<file path="src/rtl/mult_booth.sv">
// mult_booth: sequential signed 32x32 multiplier, radix-2 Booth, one step per clock.
// The 64-bit product lands in HI/LO; multBusy stalls the control unit and
// multDone pulses for one cycle when HI/LO take a new result.
//
// state | meaning
// IDLE  | waiting for MultCtrl; operands loaded on the start edge
// RUN   | 32 Booth steps, one per edge
// DONE  | HI/LO written, multDone raised, back to IDLE
module mult_booth (
  input  logic        clk,
  input  logic        reset,
  input  logic        MultCtrl,
  input  logic [31:0] multiplicando,
  input  logic [31:0] multiplicador,
  output logic [31:0] HI,
  output logic [31:0] LO,
  output logic        multBusy,
  output logic        multDone
);

  typedef enum logic [1:0] {
    IDLE = 2'd0,
    RUN  = 2'd1,
    DONE = 2'd2
  } state_t;

  state_t      state;
  state_t      state_nxt;

  // 33-bit accumulator and multiplicand so that M = -2^31 negates without overflow
  logic [32:0] acc;
  logic [32:0] m_ext;
  logic [31:0] q;
  logic        qm1;
  logic [5:0]  count;
  logic [32:0] acc_sum;

  // State register
  always_ff @(posedge clk or negedge reset) begin
    if (!reset) begin
      state <= IDLE;
    end else begin
      state <= state_nxt;
    end
  end

  // Next-state logic; MultCtrl only matters in IDLE, so no queuing or restart
  always_comb begin
    state_nxt = state;
    case (state)
      IDLE: if (MultCtrl) state_nxt = RUN;
      RUN:  if (count == 6'd31) state_nxt = DONE;
      DONE: state_nxt = IDLE;
      default: state_nxt = IDLE;
    endcase
  end

  // Booth recode of {Q[0],Qm1}: add, subtract or pass the accumulator
  always_comb begin
    acc_sum = acc;
    case ({q[0], qm1})
      2'b01:   acc_sum = acc + m_ext;
      2'b10:   acc_sum = acc - m_ext;
      default: acc_sum = acc;
    endcase
  end

  assign multBusy = (state == RUN) || (state == DONE);

  // Datapath: load on start, shift {A,Q,Qm1} right arithmetically each step, publish in DONE
  always_ff @(posedge clk or negedge reset) begin
    if (!reset) begin
      acc      <= '0;
      m_ext    <= '0;
      q        <= '0;
      qm1      <= 1'b0;
      count    <= '0;
      HI       <= '0;
      LO       <= '0;
      multDone <= 1'b0;
    end else begin
      multDone <= 1'b0;
      case (state)
        IDLE: begin
          if (MultCtrl) begin
            acc   <= '0;
            q     <= multiplicador;
            qm1   <= 1'b0;
            m_ext <= {multiplicando[31], multiplicando};
            count <= '0;
          end
        end
        RUN: begin
          acc   <= {acc_sum[32], acc_sum[32:1]};
          q     <= {acc_sum[0], q[31:1]};
          qm1   <= q[0];
          count <= count + 6'd1;
        end
        DONE: begin
          // acc[32] only guards the -2^31 case; the product fits in acc[31:0]:Q
          HI       <= acc[31:0];
          LO       <= q;
          multDone <= 1'b1;
        end
        default: ;
      endcase
    end
  end

endmodule

</file>
<file path="config.mk">
export PLATFORM = sky130hd
export DESIGN_NAME = mult_booth
export DESIGN_NICKNAME = d
export VERILOG_FILES = /design/src/rtl/mult_booth.sv
export SDC_FILE = /design/constraint.sdc
export NUM_CORES = 1
export LEC_CHECK = 0
export ABC_AREA = 0
export ABC_CLOCK_PERIOD_IN_PS = 9320
export BUFFER_PORTS_ARGS = -buffer_cell sky130_fd_sc_hd__buf_2
export CAP_MARGIN = 25
export CORE_MARGIN = 4
export CORE_UTILIZATION = 45
export CTS_CLUSTER_SIZE = 28
export DETAILED_ROUTE_END_ITERATION = 12
export PLACE_DENSITY = 0.74
export SYNTH_ARGS = -nofsm -noshare
export SYNTH_HDL_FRONTEND = slang
export SYNTH_SLANG_ARGS = --single-unit
</file>
<file path="constraint.sdc">
create_clock -name clk -period 9.32 [get_ports clk]
set_input_delay 1.864 -clock clk [delete_from_list [all_inputs] [get_ports clk]]
set_output_delay 1.864 -clock clk [all_outputs]
set_load 0.01 [all_outputs]
</file>
==> reports/metrics.cfg, run 1 <==
[synthesis]
async_flop_share_pct = 100
synth-xor-area-share_pct = 5.51
syn_inst = 911
syn_nets = 1017
synth_adder_area_share_pct = 5.29
synthDistinctLibCells = 57
synthFlopType = dfrtp_1
avgSynthCellArea_um2 = 10.3
syn_area_um2 = 9370
synth_edf_count = 0
synth_top_family_by_area = compound AO/OA/AOI/OAI gates
synthMuxAreaShare_pct = 12.3
synth_seq_cells = 170
synth_compound_area_share_pct = 19.7
yosys.area_share.simple_pct = 8.45
synth-seq-area-share_pct = 45.4
yosys_warnings = 0

[place]
hpwlAfterDp_um = 16400
gp_congestion = 0.923
dp_slack_ns = 5.32
io_buffer_count = 132

[clocking]
numCtsBuffers = 17
clkSinkCount = 170
clkSlewWorstSetupHoldPaths_ns = 0.07
cts_setup_buffers = 0
ctsHoldBuffers = 0
cts_buffer_depth = 2
htree_levels = 4
cts-root-buf = clkbuf_16
postCtsResizedCells = 0
tritoncts = done
insertion_delay_ns = 0.43

[grt]
grt_first_pass_wirelength_um = 39000
grt_use_met3_pct = 4.03
grt_max_degree = 100
antenna_found_initial = 0
use_met2_pct = 31.2
grt_pass1_vias = 7505
met1_usage_pct = 28.8
globalRouteTotalUtil_pct = 20.3
grt.overflow.total = 0
busiest_layer = met2

[critical_path]
crit_fanout = 7
cp_data_arrival_time_ns = 4.27
cp-start-kind = flip-flop
endpoint_kind = flip-flop
cp_data_required_time_ns = 9.60
critical_path_class = flip-flop to flip-flop

[outcome]
outcome = complete, no violations

[sta]
worstMarginPinSlew_ns = 0.915
finalCritPeriodShare_pct = 42.7
rsz0062_at_grt = no
slew_viol_final = 0
max_freq_mhz = 251
finalHoldViolCount = 0
setup_viol = 0
period_minus_slack_ns = 3.98
holdWs_ns = 0.501
fin_tns_setup_ns = 0
skew_ns = 0.00746
max_slew_margin_pct = 38.8
fin_ws_ns = 5.34

[floorplan]
coreArea_um2 = 20400
fp.dieArea_um2 = 23200
die_h_um = 152
rows = 52
die_w_um = 152
start_util_pct = 46.0
boundaryPins = 133

[finish]
fill_cells = 1780
antenna_cells = 0
mostFrequentLayoutCells = dfrtp_1 (170), buf_2 (131), mux2_2 (96)
nets = 1123
area_delta_synth_final_pct = 16.3
drive_gt1_share_pct = 28.1
final_common_cell = dfrtp_1

[route]
vias = 7488
remaining_drc_errors = 0
vias_per_cell = 5.76
drt_pass1_iterations = 6
wl_per_cell_um = 18.2
antenna_left = 0
drtIter0Drc = 627
wl_um = 23600

[job]
drv_cap = 0

[power]
leakagePower_nw = 4.84
p_per_area_nw_per_um2 = 458
peakVddDrop_v = 0.000186

[hold_path]
hp-class = flip-flop to flip-flop

flip-flops by register name (all words and copies together) (netlist names):
name      cells
HI           32
LO           32
acc          32
m_ext        32
q            32
count         6
state         2
multDone      1
qm1           1
metrics by stage:
step | std cells | area (um^2) | total power [mW] | utilization [%]
detailed placement | 1266 | 10200 | 4.22 | 50.3
finish | 1300 | 10900 | 4.99 | 53.5
CTS | 1298 | 10800 | 4.98 | 53.3
global placement | 1266 | 10200 | 4.18 | 50.3
floorplan | 911 | 9370 | 3.49 | -
global route | 1300 | 10900 | 5.40 | 53.5
kinds of logic after synthesis:
group	after synthesis
xor gates and xnor gates	59
muxes	103
and+or+nand+nor	168
buffers and inverters	84
adders and majority gates	39
AOI/OAI and AO/OA	288
DFF	170
per-layer routing:
layer,part of all wire (%),vias to the layer above
met2,45,228
met1,47,3638
met3,5.1,39
li1,-,3583
met5,0,-
met4,2.5,0
area by class of cell:
type	instances	area [um^2]	area share, %
Tap cell	270	338	3.10
Clock buffer	17	425	3.90
Inverter	28	105	0.964
Sequential cell	170	4250	39.0
Clock inverter	15	184	1.69
Timing Repair Buffer	143	790	7.24
Multi-Input combinational cell	657	4810	44.1
worst paths after layout:
kind | from | to | slack, ns | depth (start not counted)
min in group asynchronous | reset | m_ext[14]$_DFFE_PN0P_ | 1.54 | 1
setup / recovery | m_ext[3]$_DFFE_PN0P_ | acc[25]$_DFFE_PN0P_ | 5.34 | 14
hold reg to reg | HI[15]$_DFFE_PN0P_ | HI[15]$_DFFE_PN0P_ | 0.50 | 1
max in group asynchronous | reset | count[2]$_DFFE_PN0P_ | 6.67 | 3
hold / removal | HI[15]$_DFFE_PN0P_ | HI[15]$_DFFE_PN0P_ | 0.50 | 1
setup reg to reg | m_ext[3]$_DFFE_PN0P_ | acc[25]$_DFFE_PN0P_ | 5.34 | 14
worst max-delay path, cell delays in order, from the launching register on:
cell      delay [ns]
dfrtp_1         0.42
or4_1           0.57
nor3_2          0.24
and3_1          0.31
nor2_1          0.08
xnor2_1         0.13
ha_1            0.38
a21oi_1         0.28
o21ai_1         0.14
a221oi_1        0.30
o21ai_1         0.15
a41oi_1         0.44
o41ai_2         0.15
xnor2_1         0.17
o21ai_1         0.07
cell usage after synthesis (all sizes together), types with 7 or more instances:
| library cell | number | area (um^2) |
|---|---|---|
| o21ai | 52 | 260 |
| a31oi | 12 | 75.1 |
| ha | 38 | 475 |
| a22oi | 19 | 143 |
| buf | 7 | 31.3 |
| nand2 | 49 | 184 |
| inv | 27 | 101 |
| nand3 | 10 | 50.1 |
| a21oi | 87 | 435 |
| nor2 | 54 | 205 |
| clkbuf | 49 | 184 |
| a21o | 14 | 105 |
| and3 | 8 | 50.1 |
| o22ai | 63 | 394 |
| xor2 | 14 | 123 |
| nor3 | 13 | 70.1 |
| xnor2 | 45 | 394 |
| mux2 | 96 | 1080 |
| mux2i | 7 | 70.1 |
| dfrtp | 170 | 4250 |
power breakdown:
part / total [mW] / internal [mW] / switching (mW)
Sequential: 1.34 / 1.05 / 0.284
Combinational: 2.92 / 1.23 / 1.69
Clock: 0.739 / 0.407 / 0.332
(Power assumes the default switching activity.)
==> inputs of run 2 (changes only) <==
==> config.mk (replaced) <==
export PLATFORM = sky130hd
export DESIGN_NAME = mult_booth
export DESIGN_NICKNAME = d
export VERILOG_FILES = /design/src/rtl/mult_booth.sv
export SDC_FILE = /design/constraint.sdc
export NUM_CORES = 1
export LEC_CHECK = 0
export ABC_AREA = 1
export ABC_CLOCK_PERIOD_IN_PS = 3220
export BUFFER_PORTS_ARGS = -buffer_cell sky130_fd_sc_hd__buf_2
export CAP_MARGIN = 25
export CORE_MARGIN = 4
export CORE_UTILIZATION = 45
export CTS_CLUSTER_SIZE = 28
export DETAILED_ROUTE_END_ITERATION = 12
export PLACE_DENSITY = 0.76
export SYNTH_ARGS = -nofsm -noshare
export SYNTH_HDL_FRONTEND = slang
export SYNTH_SLANG_ARGS = --single-unit
==> constraint.sdc (replaced) <==
create_clock -name clk -period 3.22 [get_ports clk]
set_input_delay 0.644 -clock clk [delete_from_list [all_inputs] [get_ports clk]]
set_output_delay 0.644 -clock clk [all_outputs]
set_load 0.01 [all_outputs]
==> run 2 against run 1 <==
Clock power grew to 2.8 times the previous value; worst hold slack lost 0.31 ns; clock skew grew 0.0050 ns; count of clock-buffer cells in the layout grew 1; critical path depth grew 6; register-to-register slack lost 5.2 ns; via count grew 21%; critical endpoint is now acc[30]$_DFFE_PN0P_.
==> reports/metrics.cfg, run 2 <==
[grt]
grt_use_met3_pct = 3.94
busiest_layer = met2
grt_pass1_vias = 8716
met1_usage_pct = 31.9
grt_first_pass_wirelength_um = 43900
grt_max_degree = 70
antenna_found_initial = 0
grt.overflow.total = 0
use_met2_pct = 34.2
globalRouteTotalUtil_pct = 22.1

[synthesis]
syn_inst = 1333
avgSynthCellArea_um2 = 7.41
synth_seq_cells = 170
synth-seq-area-share_pct = 43.1
yosys_warnings = 0
synth_common_cells = nand2_1 (348), inv_1 (200), dfrtp_1 (170)
syn_nets = 1439
synthDistinctLibCells = 39
yosysTopAreaCell = dfrtp_1
syn_area_um2 = 9880
synth_edf_count = 0
synthFlopType = dfrtp_1
yosysTopAreaCellShare_pct = 43.1
yosysMostFrequentCell = nand2_1
async_flop_share_pct = 100
synthTopCellsByArea = dfrtp_1 (43%), nand2_1 (13%), inv_1 (7.6%)

[finish]
final_common_cell = nand2_1
drive_gt1_share_pct = 18.7
antenna_cells = 0
nets = 1573
area_delta_synth_final_pct = 19.1
mostFrequentLayoutCells = nand2_1 (334), inv_1 (196), dfrtp_1 (170)
fill_cells = 1966

[power]
peakVddDrop_v = 0.000517
p_per_area_nw_per_um2 = 1190
power_mw = 14.0
leakagePower_nw = 6.17

[sta]
rsz0062_at_grt = yes
max_freq_mhz = 329
finalHoldViolCount = 0
skew_ns = 0.0125
slew_viol_final = 0
worstMarginPinSlew_ns = 0.767
period_minus_slack_ns = 3.04
setup_viol = 0
finalCritPeriodShare_pct = 94.3
max_slew_margin_pct = 48.8
holdWs_ns = 0.196

[critical_path]
crit_top_cell = nand2_1
cp_data_arrival_time_ns = 3.37
cp_cell_sequence = inv_2 -> ha_1 -> nand2_2 -> nor3_4 -> nand2_2 -> nand2_1 -> nand2_1 -> nor2_2 -> xor2_1 -> ha_1 -> inv_1 -> o21bai_1 -> a21oi_1 -> nand2_1 -> a21oi_1 -> nand2_1 -> nand2_1 -> nand3_1 -> nand2_1 -> nand2_1
crit_fanout = 5
critical_path_class = flip-flop to flip-flop
cp_data_required_time_ns = 3.55
cp-start-kind = flip-flop
slowest_delay_ns = 0.40
cpMaxStageDelayCell = dfrtp_1
endpoint_kind = flip-flop

[floorplan]
coreArea_um2 = 21300
rows = 53
die_h_um = 156
fp.dieArea_um2 = 24400
die_w_um = 156
boundaryPins = 133
start_util_pct = 46.4

[clocking]
tritoncts = done
cts-root-buf = clkbuf_16
clkSinkCount = 170
numCtsBuffers = 17
htree_levels = 4
clkSlewWorstSetupHoldPaths_ns = 0.08
insertion_delay_ns = 0.44
ctsHoldBuffers = 0
cts_buffer_depth = 2

[route]
vias_per_cell = 5.16
drtIter0Drc = 869
antenna_left = 0
vias = 9061
wl_per_cell_um = 15.2
remaining_drc_errors = 0
wl_um = 26600
drt_pass1_iterations = 5

[hold_path]
hp-class = primary input to asynchronous set/reset pin

[place]
hpwlAfterDp_um = 19900
io_buffer_count = 132
gp_congestion = 0.939

[job]
drv_cap = 0

[outcome]
outcome = complete, no violations

-- run 2: power by group --
group | internal (mW) | leakage (nW) | switching, mW | total, mW
clock | 1.06 | 0.290 | 1.00 | 2.06
combinational | 2.84 | 3.74 | 5.28 | 8.12
sequential | 3.13 | 2.14 | 0.680 | 3.81
total | 7.02 | 6.17 | 6.97 | 14.0
-- run 2: final cells by class --
cell class	count	area, um^2	area share, %
Clock inverter	14	144	1.22
Inverter	203	762	6.48
Multi-Input combinational cell	915	4910	41.8
Clock buffer	18	439	3.73
Tap cell	275	344	2.93
Sequential cell	170	4250	36.2
Timing Repair Buffer	160	906	7.70
-- run 2: stage by stage --
step	util (%)	setup TNS (ns)	setup WS (ns)	instances	cell area, um^2
after global placement	51.3	0	0.0181	1720	10900
after detailed placement	51.3	0	0.0497	1720	10900
after CTS	54.0	0	0.0181	1752	11500
final	55.3	0	0.182	1755	11800
after global routing	55.3	-0.630	-0.0868	1755	11800
after floorplan	-	0	0.477	1333	9880
-- run 2: timing repair --
item,CTS,global route
endpoints found under the setup margin,0,22
resized for setup,0,70
buffers inserted,0,3
-- run 2: final timing paths --
| kind | endpoint | slack, ns | from | cells after the start |
|---|---|---|---|---|
| setup reg to reg | acc[30]$_DFFE_PN0P_ | 0.18 | m_ext[0]$_DFFE_PN0P_ | 20 |
| min in group clk | m_ext[5]$_DFFE_PN0P_ | 0.40 | multiplicando[5] | 3 |
| hold reg to reg | count[5]$_DFFE_PN0P_ | 0.48 | count[5]$_DFFE_PN0P_ | 1 |
| setup / recovery | acc[30]$_DFFE_PN0P_ | 0.18 | m_ext[0]$_DFFE_PN0P_ | 20 |
| hold / removal | q[25]$_DFFE_PN0P_ | 0.20 | reset | 1 |
| max in group asynchronous | m_ext[23]$_DFFE_PN0P_ | 2.14 | reset | 2 |
-- run 2: kinds of logic (layout without fill, tap and decap cells) --
family	count (synthesis)	in the layout	share of synthesized area, %
simple gates	568	568	22.7
compound gates	258	258	14.7
buf+inv	248	395	9.76
flops	170	170	43.1
fa+ha+maj	39	39	5.02
xor+xnor	39	39	3.46
mux	11	11	1.25
-- run 2: metal layers --
| metal | wire length, um | share of wire [%] |
|---|---|---|
| met1 | 12500 | 47 |
| met2 | 11700 | 44 |
| met3 | 1800 | 6.7 |
| met4 | 592 | 2.2 |
| met5 | 0 | 0 |
-- run 2: worst max-delay path, delay by kind of cell, from the launching register on --
kind            cells  cell delay (ns)
compound gates      3             0.37
flops               1             0.40
simple gates       12             1.21
xor+xnor            1             0.23
fa+ha+maj           2             0.51
buf+inv             2             0.20
==> inputs of run 3 (changes only) <==
--- a/config.mk
+++ b/config.mk
@@ -5,7 +5,7 @@
 export SDC_FILE = /design/constraint.sdc
 export NUM_CORES = 1
 export LEC_CHECK = 0
-export ABC_AREA = 1
+export ABC_AREA = 0
 export ABC_CLOCK_PERIOD_IN_PS = 3220
 export BUFFER_PORTS_ARGS = -buffer_cell sky130_fd_sc_hd__buf_2
 export CAP_MARGIN = 25
@@ -13,7 +13,7 @@
 export CORE_UTILIZATION = 45
 export CTS_CLUSTER_SIZE = 28
 export DETAILED_ROUTE_END_ITERATION = 12
-export PLACE_DENSITY = 0.76
+export PLACE_DENSITY = 0.77
 export SYNTH_ARGS = -nofsm -noshare
 export SYNTH_HDL_FRONTEND = slang
 export SYNTH_SLANG_ARGS = --single-unit
==> run 3 against run 2 <==
The run now ends with negative setup slack left; final area increased by 4.8%; worst setup slack got worse by 0.56 ns; core utilization increased by 5.2 points; cell count decreased by 18%; via count decreased by 11%; first-iteration DRC count decreased by 18%; maximum frequency decreased by 15%; global-route usage decreased by 0.26 points.
==> reports/metrics.cfg, run 3 (synthesis gave the netlist of run 1 again) <==
[place]
io_buffer_count = 132
dp.cells = 1393
dp_slack_ns = -0.487
hpwlAfterDp_um = 18300
gp_congestion = 0.946

[outcome]
outcome = finished with violations
failed_checks = negative setup slack

[clocking]
numCtsBuffers = 17
cts-root-buf = clkbuf_16
cts_buffer_depth = 2
htree_levels = 4
insertion_delay_ns = 0.43
ctsHoldBuffers = 0
clkSlewWorstSetupHoldPaths_ns = 0.07
tritoncts = done
clkSinkCount = 170

[floorplan]
coreArea_um2 = 20400
boundaryPins = 133
die_h_um = 152
die_w_um = 152
rows = 52
start_util_pct = 46.0
fp.dieArea_um2 = 23200

[critical_path]
path_delay_family = simple AND/OR/NAND/NOR gates
r2r.worst_path.cells = 14
path_buf_inv = 1
endpoint_kind = flip-flop
cp-start-kind = flip-flop
cpMaxStageDelayCell = or4_4
cp_cell_sequence = or4_4 -> nor3_4 -> a21oi_2 -> xnor2_1 -> ha_1 -> nand2_2 -> or3_4 -> o21ai_4 -> nor2_4 -> a2111oi_4 -> buf_4 -> o21ai_2 -> and3_1 -> o31ai_2
critical_path_class = flip-flop to flip-flop
r2r-start = m_ext[0]$_DFFE_PN0P_
cp_data_arrival_time_ns = 3.94
rrSetupSlack_ns = -0.37
slowest_delay_ns = 0.56
cp_data_required_time_ns = 3.56
crit_fanout = 4
reg2reg_to = acc[22]$_DFFE_PN0P_

[route]
drt_pass1_iterations = 5
wl_per_cell_um = 17.8
wl_um = 25500
vias_per_cell = 5.59
remaining_drc_errors = 0
antenna_left = 0
vias = 8027
drtIter0Drc = 710

[grt]
grt.overflow.total = 0
grt_pass1_vias = 8193
antenna_found_initial = 0
grt_first_pass_wirelength_um = 42100
globalRouteTotalUtil_pct = 21.8
grt_max_degree = 65

[sta]
fin_ws_ns = -0.374
setup_viol = 20
skew_ns = 0.0115
period_minus_slack_ns = 3.59
rsz0062_at_grt = yes
worstMarginPinSlew_ns = 0.807
holdWs_ns = 0.161
max_slew_margin_pct = 46.2
finalCritPeriodShare_pct = 112
fin_tns_setup_ns = -4.64
finalHoldViolCount = 0
max_freq_mhz = 278
slew_viol_final = 0

[finish]
drive_gt1_share_pct = 42.4
antenna_cells = 0
final_common_cell = dfrtp_1
nets = 1259
area_delta_synth_final_pct = 31.4
mostFrequentLayoutCells = dfrtp_1 (170), buf_4 (139), buf_2 (131)
final_cell_count_no_fill = 1436

[job]
drv_cap = 0

[hold_path]
hp-class = primary input to asynchronous set/reset pin

[run 3: cell types whose count changed in the layout (fill, tap and decap cells not counted), moves of 18 or more]
| cell | change |
|---|---|
| o22ai_1 | +60 |
| nor2_1 | -88 |
| o21ai_0 | -58 |
| xor2_1 | -18 |
| buf_4 | +114 |
| nand3_1 | -34 |
| nand2_1 | -294 |
| a21oi_1 | -26 |
| xnor2_1 | +33 |
| inv_1 | -169 |
| mux2_2 | +85 |
[run 3: worst max-delay path by stage]
stage / from / end / slack, ns / cells after the start
after floorplan: m_ext[0]$_DFFE_PN0P_ / acc[30]$_DFFE_PN0P_ / -0.12 / 13
final: m_ext[0]$_DFFE_PN0P_ / acc[22]$_DFFE_PN0P_ / -0.37 / 14
after detailed placement: m_ext[0]$_DFFE_PN0P_ / acc[31]$_DFFE_PN0P_ / -0.49 / 15
after global routing: m_ext[0]$_DFFE_PN0P_ / acc[27]$_DFFE_PN0P_ / -0.58 / 15
after CTS: m_ext[0]$_DFFE_PN0P_ / acc[27]$_DFFE_PN0P_ / -0.29 / 14
after global placement: m_ext[0]$_DFFE_PN0P_ / acc[30]$_DFFE_PN0P_ / -0.38 / 17
[run 3: what timing repair did]
| item | 4_1_cts | 5_1_grt |
|---|---|---|
| resized for setup | 44 | 46 |
| pin swaps | 37 | 25 |
| endpoints found under the setup margin | 20 | 23 |
| setup buffers | 8 | 5 |
[run 3: per-stage QoR]
step	cell area (um^2)	utilization, %
final	12300	60.5
after global routing	12300	60.5
after CTS	12100	59.3
after detailed placement	11300	55.6
after global placement	11300	55.6
after floorplan	9490	-
[run 3: cell type report]
cell class                 count  area [um^2]
timing repair buffer         279         1830
clock inverter                14          138
clock buffer                  18          429
multi-input combinational    657         5230
inverter                      28          105
sequential                   170         4250
tap                          270          338
fill                        1687         8040
[run 3: per-layer routing]
layer,vias to the layer above,global-route usage (%),wire [um]
met5,-,0,0
met4,0,5.27,298
met3,22,3.83,973
met2,179,37.2,12800
met1,3967,29.2,11500
li1,3859,-,-
Power of run 3 is left out: the tool's default activity adds up to more than one toggle a clock period on the data nets, which glitch-free logic cannot reach.
